File: config.mk
export PLATFORM = sky130hd
export DESIGN_NAME = f2c_dma_sched
export DESIGN_NICKNAME = d
export VERILOG_FILES = /design/src/rtl/f2c_dma_sched.sv
export SDC_FILE = /design/constraint.sdc
export NUM_CORES = 1
export LEC_CHECK = 0
export CAP_MARGIN = 20
export CORE_MARGIN = 5
export CORE_UTILIZATION = 31
export DETAILED_ROUTE_END_ITERATION = 7
export PLACE_DENSITY = 0.95
export SYNTH_ARGS = -nofsm -noshare
export SYNTH_HDL_FRONTEND = slang
export SYNTH_SLANG_ARGS = --single-unit
File: constraint.sdc
create_clock -name clk_in -period 4.67 [get_ports clk_in]
set_input_delay 0.934 -clock clk_in [delete_from_list [all_inputs] [get_ports clk_in]]
set_output_delay 0.934 -clock clk_in [all_outputs]
set_load 0.05 [all_outputs]
File: src/rtl/f2c_dma_sched.sv
// F2C DMA sequencer: slices the source stream into MWr TLPs filling a host chunk ring and
// interleaves the metrics writeback; payload is a zero-latency pass-through stalled by txReady_in.
module f2c_dma_sched #(
  parameter int PTR_NBITS      = 2,
  parameter int TLP_NQWS       = 16,
  parameter int TLPS_PER_CHUNK = 4
) (
  input  logic                 clk_in,
  input  logic                 reset_in,
  input  logic [1:0]           dmaEnable_in,
  input  logic [28:0]          f2cBase_in,
  input  logic [28:0]          mtrBase_in,
  input  logic [PTR_NBITS-1:0] f2cRdPtr_in,
  input  logic [PTR_NBITS-1:0] c2fRdPtr_in,
  input  logic [63:0]          srcData_in,
  input  logic                 srcValid_in,
  output logic                 srcReady_out,
  output logic                 txReqValid_out,
  output logic [28:0]          txReqAddr_out,
  output logic [7:0]           txReqLen_out,
  input  logic                 txReqReady_in,
  output logic [63:0]          txData_out,
  output logic                 txValid_out,
  input  logic                 txReady_in,
  output logic [PTR_NBITS-1:0] f2cWrPtr_out,
  output logic                 busy_out
);

  localparam int QW_W = (TLP_NQWS > 1) ? $clog2(TLP_NQWS) : 1;
  localparam int TI_W = (TLPS_PER_CHUNK > 1) ? $clog2(TLPS_PER_CHUNK) : 1;
  localparam logic [28:0]     CHUNK_QWS = 29'(TLPS_PER_CHUNK * TLP_NQWS);
  localparam logic [28:0]     TLP_QWS   = 29'(TLP_NQWS);
  localparam logic [QW_W-1:0] QW_LAST   = QW_W'(TLP_NQWS - 1);
  localparam logic [TI_W-1:0] TI_LAST   = TI_W'(TLPS_PER_CHUNK - 1);

  typedef enum logic [2:0] {S_IDLE, S_HDR, S_DATA, S_MHDR, S_MDATA} state_e;

  state_e               state_q, state_d;
  logic [PTR_NBITS-1:0] wr_ptr_q, wr_ptr_d;
  logic [TI_W-1:0]      tlp_idx_q, tlp_idx_d;
  logic [QW_W-1:0]      qw_idx_q, qw_idx_d;
  logic                 mtr_pending_q, mtr_pending_d;
  logic [PTR_NBITS-1:0] last_c2f_q, last_c2f_d;

  logic                 soft_rst;
  logic                 run;
  logic                 full;
  logic                 mtr_set;
  logic                 mtr_clr;
  logic [PTR_NBITS-1:0] wr_ptr_inc;

  assign soft_rst     = reset_in || (dmaEnable_in == 2'd1);
  assign run          = (dmaEnable_in == 2'd2);
  assign wr_ptr_inc   = wr_ptr_q + PTR_NBITS'(1);
  // One slot stays empty so the host can tell a full ring from an empty one.
  assign full         = (wr_ptr_inc == f2cRdPtr_in);
  assign f2cWrPtr_out = wr_ptr_q;
  assign busy_out     = (state_q != S_IDLE);

  always_ff @(posedge clk_in) begin
    if (soft_rst) begin
      state_q       <= S_IDLE;
      wr_ptr_q      <= '0;
      tlp_idx_q     <= '0;
      qw_idx_q      <= '0;
      mtr_pending_q <= 1'b0;
      last_c2f_q    <= c2fRdPtr_in;
    end else begin
      state_q       <= state_d;
      wr_ptr_q      <= wr_ptr_d;
      tlp_idx_q     <= tlp_idx_d;
      qw_idx_q      <= qw_idx_d;
      mtr_pending_q <= mtr_pending_d;
      last_c2f_q    <= last_c2f_d;
    end
  end

  always_comb begin
    state_d        = state_q;
    wr_ptr_d       = wr_ptr_q;
    tlp_idx_d      = tlp_idx_q;
    qw_idx_d       = qw_idx_q;
    last_c2f_d     = c2fRdPtr_in;
    mtr_set        = (c2fRdPtr_in != last_c2f_q);
    mtr_clr        = 1'b0;
    srcReady_out   = 1'b0;
    txReqValid_out = 1'b0;
    txReqAddr_out  = '0;
    txReqLen_out   = '0;
    txData_out     = '0;
    txValid_out    = 1'b0;

    case (state_q)
      // Arbitration happens only here, so a started TLP always runs to completion.
      S_IDLE: begin
        if (run) begin
          if (mtr_pending_q)
            state_d = S_MHDR;
          else if (!(tlp_idx_q == '0 && full) && srcValid_in)
            state_d = S_HDR;
        end
      end
      S_HDR: begin
        txReqValid_out = 1'b1;
        txReqAddr_out  = f2cBase_in + 29'(wr_ptr_q) * CHUNK_QWS + 29'(tlp_idx_q) * TLP_QWS;
        txReqLen_out   = 8'(TLP_NQWS);
        if (txReqReady_in) begin
          state_d  = S_DATA;
          qw_idx_d = '0;
        end
      end
      S_DATA: begin
        txData_out   = srcData_in;
        txValid_out  = srcValid_in;
        srcReady_out = txReady_in;
        if (srcValid_in && txReady_in) begin
          qw_idx_d = qw_idx_q + QW_W'(1);
          if (qw_idx_q == QW_LAST) begin
            state_d = S_IDLE;
            if (tlp_idx_q == TI_LAST) begin
              tlp_idx_d = '0;
              wr_ptr_d  = wr_ptr_inc;
              mtr_set   = 1'b1;
            end else begin
              tlp_idx_d = tlp_idx_q + TI_W'(1);
            end
          end
        end
      end
      S_MHDR: begin
        txReqValid_out = 1'b1;
        txReqAddr_out  = mtrBase_in;
        txReqLen_out   = 8'd1;
        if (txReqReady_in)
          state_d = S_MDATA;
      end
      S_MDATA: begin
        // Low dword lands at MTR_BASE+0 (F2C write ptr), high dword at MTR_BASE+4 (C2F read ptr).
        txValid_out = 1'b1;
        txData_out  = {32'(last_c2f_q), 32'(wr_ptr_q)};
        if (txReady_in) begin
          mtr_clr = 1'b1;
          state_d = S_IDLE;
        end
      end
      default: state_d = S_IDLE;
    endcase

    mtr_pending_d = mtr_set ? 1'b1 : (mtr_clr ? 1'b0 : mtr_pending_q);
  end

endmodule

==> impl_table.tex <==
\begin{tabular}{lr}
\hline
Metric & Value \\
\hline
\multicolumn{2}{l}{\textbf{Setup path}} \\
Worst reg2reg path depth & 5 \\
Reg-to-reg slack, setup & about 2.5 ns \\
End of the worst register-to-register path & mtr\_pending\_q \\
Req. time, crit path & between 3 and 4 ns \\
Kind of start point of the critical path & input port \\
CP Max Fanout & 8 \\
Critical Setup Path Class & in -> out \\
Endpoint kind of the worst setup timing path & primary output \\
Worst reg2reg path startpoint & state\_q[1] \\
CP Data Arrival Time & around 3.5 ns \\
\multicolumn{2}{l}{\textbf{Timing}} \\
Min Hold Slack & around 0.53 ns \\
Number of pins exceeding their max-slew limit in the final report & 0 \\
Setup Skew & $\sim$0.0044 ns \\
Setup tns final & 0 ns \\
Max-slew headroom at the worst pin & 24.6\% \\
Final critical-path required period & approximately 4.4 ns \\
Achievable clock frequency & around 230 MHz \\
Measured slew at the worst slew-check pin & about 1.1 ns \\
Fin. Hold Viols & 0 \\
Unrepaired setup endpoints after global routing & false \\
Final critical-path share of the clock period & between 90\% and 100\% \\
Final count of negative-setup-slack endpoints & 0 \\
\multicolumn{2}{l}{\textbf{Routing}} \\
Via count & around 3200 \\
Number of iterations in the first detailed-routing pass & 4 \\
Total Wirelength & $\sim$12000 microns \\
Iteration-0 DRC count of the detailed router & approximately 140 \\
Post-DRT Antenna Nets & 0 \\
Routed length per instance & approximately 19 microns \\
Average vias per placed instance & between 5 and 6 \\
Total DRC errors in the routed layout & 0 \\
\multicolumn{2}{l}{\textbf{Global routing}} \\
Antenna violations before repair & 0 \\
First-pass GRT wire length & between 15000 and 20000 microns \\
Vias in the first global route & about 3500 \\
Pin count of the biggest net entering global routing & 67 \\
GRT Total Usage & between 20\% and 30\% \\
Remaining global-route overflow & 0 \\
\multicolumn{2}{l}{\textbf{Die}} \\
Die Outline Area & $\sim$0.009 sq mm \\
Site row count & 31 \\
Overall die width & about 95 microns \\
Y dimension of the die & about 95 microns \\
Placeable core area & 0.00714 sq mm \\
I/O pin total & 240 \\
Initial cell density of the core & a little under a third \\
\multicolumn{2}{l}{\textbf{Final layout}} \\
Fraction of layout instances using a drive strength above 1 & between 15 and 20\% \\
Synth-to-Final Area Change & 138\% \\
Final antenna diode count & 0 \\
Layout net count & 680 \\
\multicolumn{2}{l}{\textbf{Pwr}} \\
Static power due to leakage & around 2.1 nW \\
PD cells & $\sim$120 mW/mm\^{}2 \\
Max rail drop VDD & roughly 0.084 mV \\
\multicolumn{2}{l}{\textbf{Clock tree}} \\
Clock tree from TritonCTS & yes \\
Number of sinks on the clock net & 14 \\
Clk slew on worst S/H paths & around 0.060 ns \\
Number of gates given a new drive strength after cts & 0 \\
Num CTS Buffers & 3 \\
Number of buffers on the longest clock path & 2 \\
Post-CTS Setup Bufs & 0 \\
Insertion delay to the later sink of the worst-skew pair & 0.25 ns \\
H-tree levels & 1 \\
Master cell of the clock root buffer & sky130\_fd\_sc\_hd\_\_clkbuf\_8 \\
Number of hold buffers added after cts & 0 \\
\multicolumn{2}{l}{\textbf{Outcome}} \\
Run status & complete, no violations \\
\multicolumn{2}{l}{\textbf{Hold path}} \\
Hold Path Cell Cnt & 1 \\
Min-Delay Path Class & reg -> reg \\
Hold-critical path endpoint & state\_q[1] \\
Origin of the worst min-delay path & mtr\_pending\_q \\
\multicolumn{2}{l}{\textbf{Synth}} \\
Fraction of synthesized area in multiplexers & under 10\% \\
Avg Cell Area, Syn & 6.96 sq um \\
Cell count after synthesis & between 300 and 400 \\
Synthesis-stage register bit count & 14 \\
Post-synthesis adder-cell area fraction & 4.83\% \\
Complex-gate fraction of the synthesized area & a little under a fifth \\
Sequential element share of the synthesized area & about an eighth \\
Synth cell types & 46 \\
Warnings, synthesis & 0 \\
Combined area of all synthesized cells & 0.00223 sq mm \\
Fraction of synthesized cell area in xor and xnor cells & roughly 11\% \\
Largest family of logic cells by synthesized area & simple AND/OR/NAND/NOR gates \\
Simple-Gate Fraction of Synth Area & a little over two fifths \\
\multicolumn{2}{l}{\textbf{Placed design}} \\
Post-detailed-placement half-perimeter wirelength & about 11000 microns \\
Port buffer count & about 230 \\
Weighted congestion reported at the end of routability-driven placement & approximately 0.84 \\
\multicolumn{2}{l}{\textbf{Run}} \\
Total of max-cap violations & 0 \\
\hline
\end{tabular}
## Yosys cell counts, drive strengths merged
library cell,count,area [sq um]
xor2,19,166
nand3,9,45.0
a22o,4,35.0
o21ba,2,20.0
a21boi,1,7.51
mux2i,8,80.1
and4,3,27.5
o21ai,23,115
nor4,2,12.5
conb,1,3.75
or3,2,12.5
nor3b,3,32.5
and3,5,31.3
nor3,8,55.1
buf,12,75.1
nand2b,4,25.0
nor2,29,109
ha,7,87.6
and2,60,375
or4,1,11.3
o31a,1,8.76
a21oi,21,105
nand2,11,41.3
fa,1,20.0
nor4b,1,23.8
nand4,10,68.8
o21a,2,15.0
xnor2,9,78.8
clkbuf,16,60.1
nor2b,3,18.8
a211oi,5,37.5
nand3b,1,7.51
dfxtp,14,280
inv,9,33.8
nand4b,3,26.3
or3b,1,8.76
a21o,6,45.0
a31oi,1,6.26
o21bai,1,7.51
a22oi,1,7.51
## where the power goes
part / internal, W / total (W) / leakage [nW] / switching (W)
clock network: 0.0000748 / 0.000120 / 0.0288 / 0.0000448
logic: 0.000204 / 0.000401 / 1.94 / 0.000197
registers: 0.000122 / 0.000125 / 0.114 / 0.00000330
## layer usage
layer  vias up  GRT usage [%]  wire (microns)
met5         -              0               0
met2       199           54.2            7060
met3        24           8.29            1260
met1      1485           21.7            3620
li1       1519              -               -
met4         0           5.89             218
## worst max-delay path by stage
| stage | start | endpoint | slack [ns] | cells after the start |
|---|---|---|---|---|
| after floorplan | f2cBase_in[4] | txReqAddr_out[24] | 0.60 | 9 |
| after global placement | f2cBase_in[4] | txReqAddr_out[24] | 0.43 | 10 |
| after detailed placement | f2cBase_in[4] | txReqAddr_out[26] | 0.31 | 10 |
| after CTS | f2cBase_in[4] | txReqAddr_out[26] | 0.31 | 10 |
| after global routing | f2cBase_in[4] | txReqAddr_out[26] | 0.19 | 10 |
| final | f2cBase_in[4] | txReqAddr_out[26] | 0.29 | 10 |
## critical path, cell delays in order
cell and delay (ns):
sky130_fd_sc_hd__clkdlybuf4s50_1 0.49, sky130_fd_sc_hd__ha_1 0.20, sky130_fd_sc_hd__inv_1 0.07, sky130_fd_sc_hd__fa_1 0.40, sky130_fd_sc_hd__nand2b_1 0.19, sky130_fd_sc_hd__a21o_1 0.29
sky130_fd_sc_hd__nor4b_4 0.34, sky130_fd_sc_hd__nor3_2 0.07, sky130_fd_sc_hd__nor3b_2 0.28, sky130_fd_sc_hd__buf_12 0.18
## final cells by class
cell class / instances / area [sq um]
Clock buffer: 4 / 55.1
Fill cell: 466 / 1840
Inverter: 9 / 33.8
Multi-Input combinational cell: 274 / 1800
Sequential cell: 14 / 280
Tap cell: 99 / 124
Timing Repair Buffer: 237 / 3000
## layout by cell type, fill, tap and decap left out, types with 11 or more instances in the layout
cell type / netlist / routed
sky130_fd_sc_hd__xor2_1: 19 / 19
sky130_fd_sc_hd__o21ai_0: 23 / 23
sky130_fd_sc_hd__and2_1: 60 / 60
sky130_fd_sc_hd__buf_12: 0 / 68
sky130_fd_sc_hd__a21oi_1: 21 / 21
sky130_fd_sc_hd__buf_4: 7 / 22
sky130_fd_sc_hd__nand2_1: 11 / 11
sky130_fd_sc_hd__nor2_1: 29 / 29
sky130_fd_sc_hd__clkdlybuf4s50_1: 0 / 147
sky130_fd_sc_hd__dfxtp_1: 14 / 14
## sequential cells by signal, indices dropped and copies added, names as in the netlist
signal and flops:
tlp_idx_q 2, f2cWrPtr_out 2, state_q 3, qw_idx_q 4, mtr_pending_q 1, last_c2f_q 2
## metrics by stage
step                std cells  utilization, %  power [W]  area [sq um]  worst slack, ns
finish                    637            74.2   0.000646          5290            0.289
global route              637            74.2   0.000668          5290            0.190
CTS                       637            74.2   0.000646          5290            0.306
detailed placement        633            73.4   0.000528          5240            0.306
global placement          633            73.4   0.000519          5240            0.427
floorplan                 325               -   0.000300          2250            0.605
## kinds of logic after synthesis
group / after synthesis
AO/OA/AOI/OAI: 68
flip-flops: 14
XOR/XNOR: 28
adder cells (fa/ha/maj): 8
other: 1
AND/OR/NAND/NOR: 156
multiplexers: 8
buffers and inverters: 37
No activity file was read; power rests on OpenSTA's default activity.
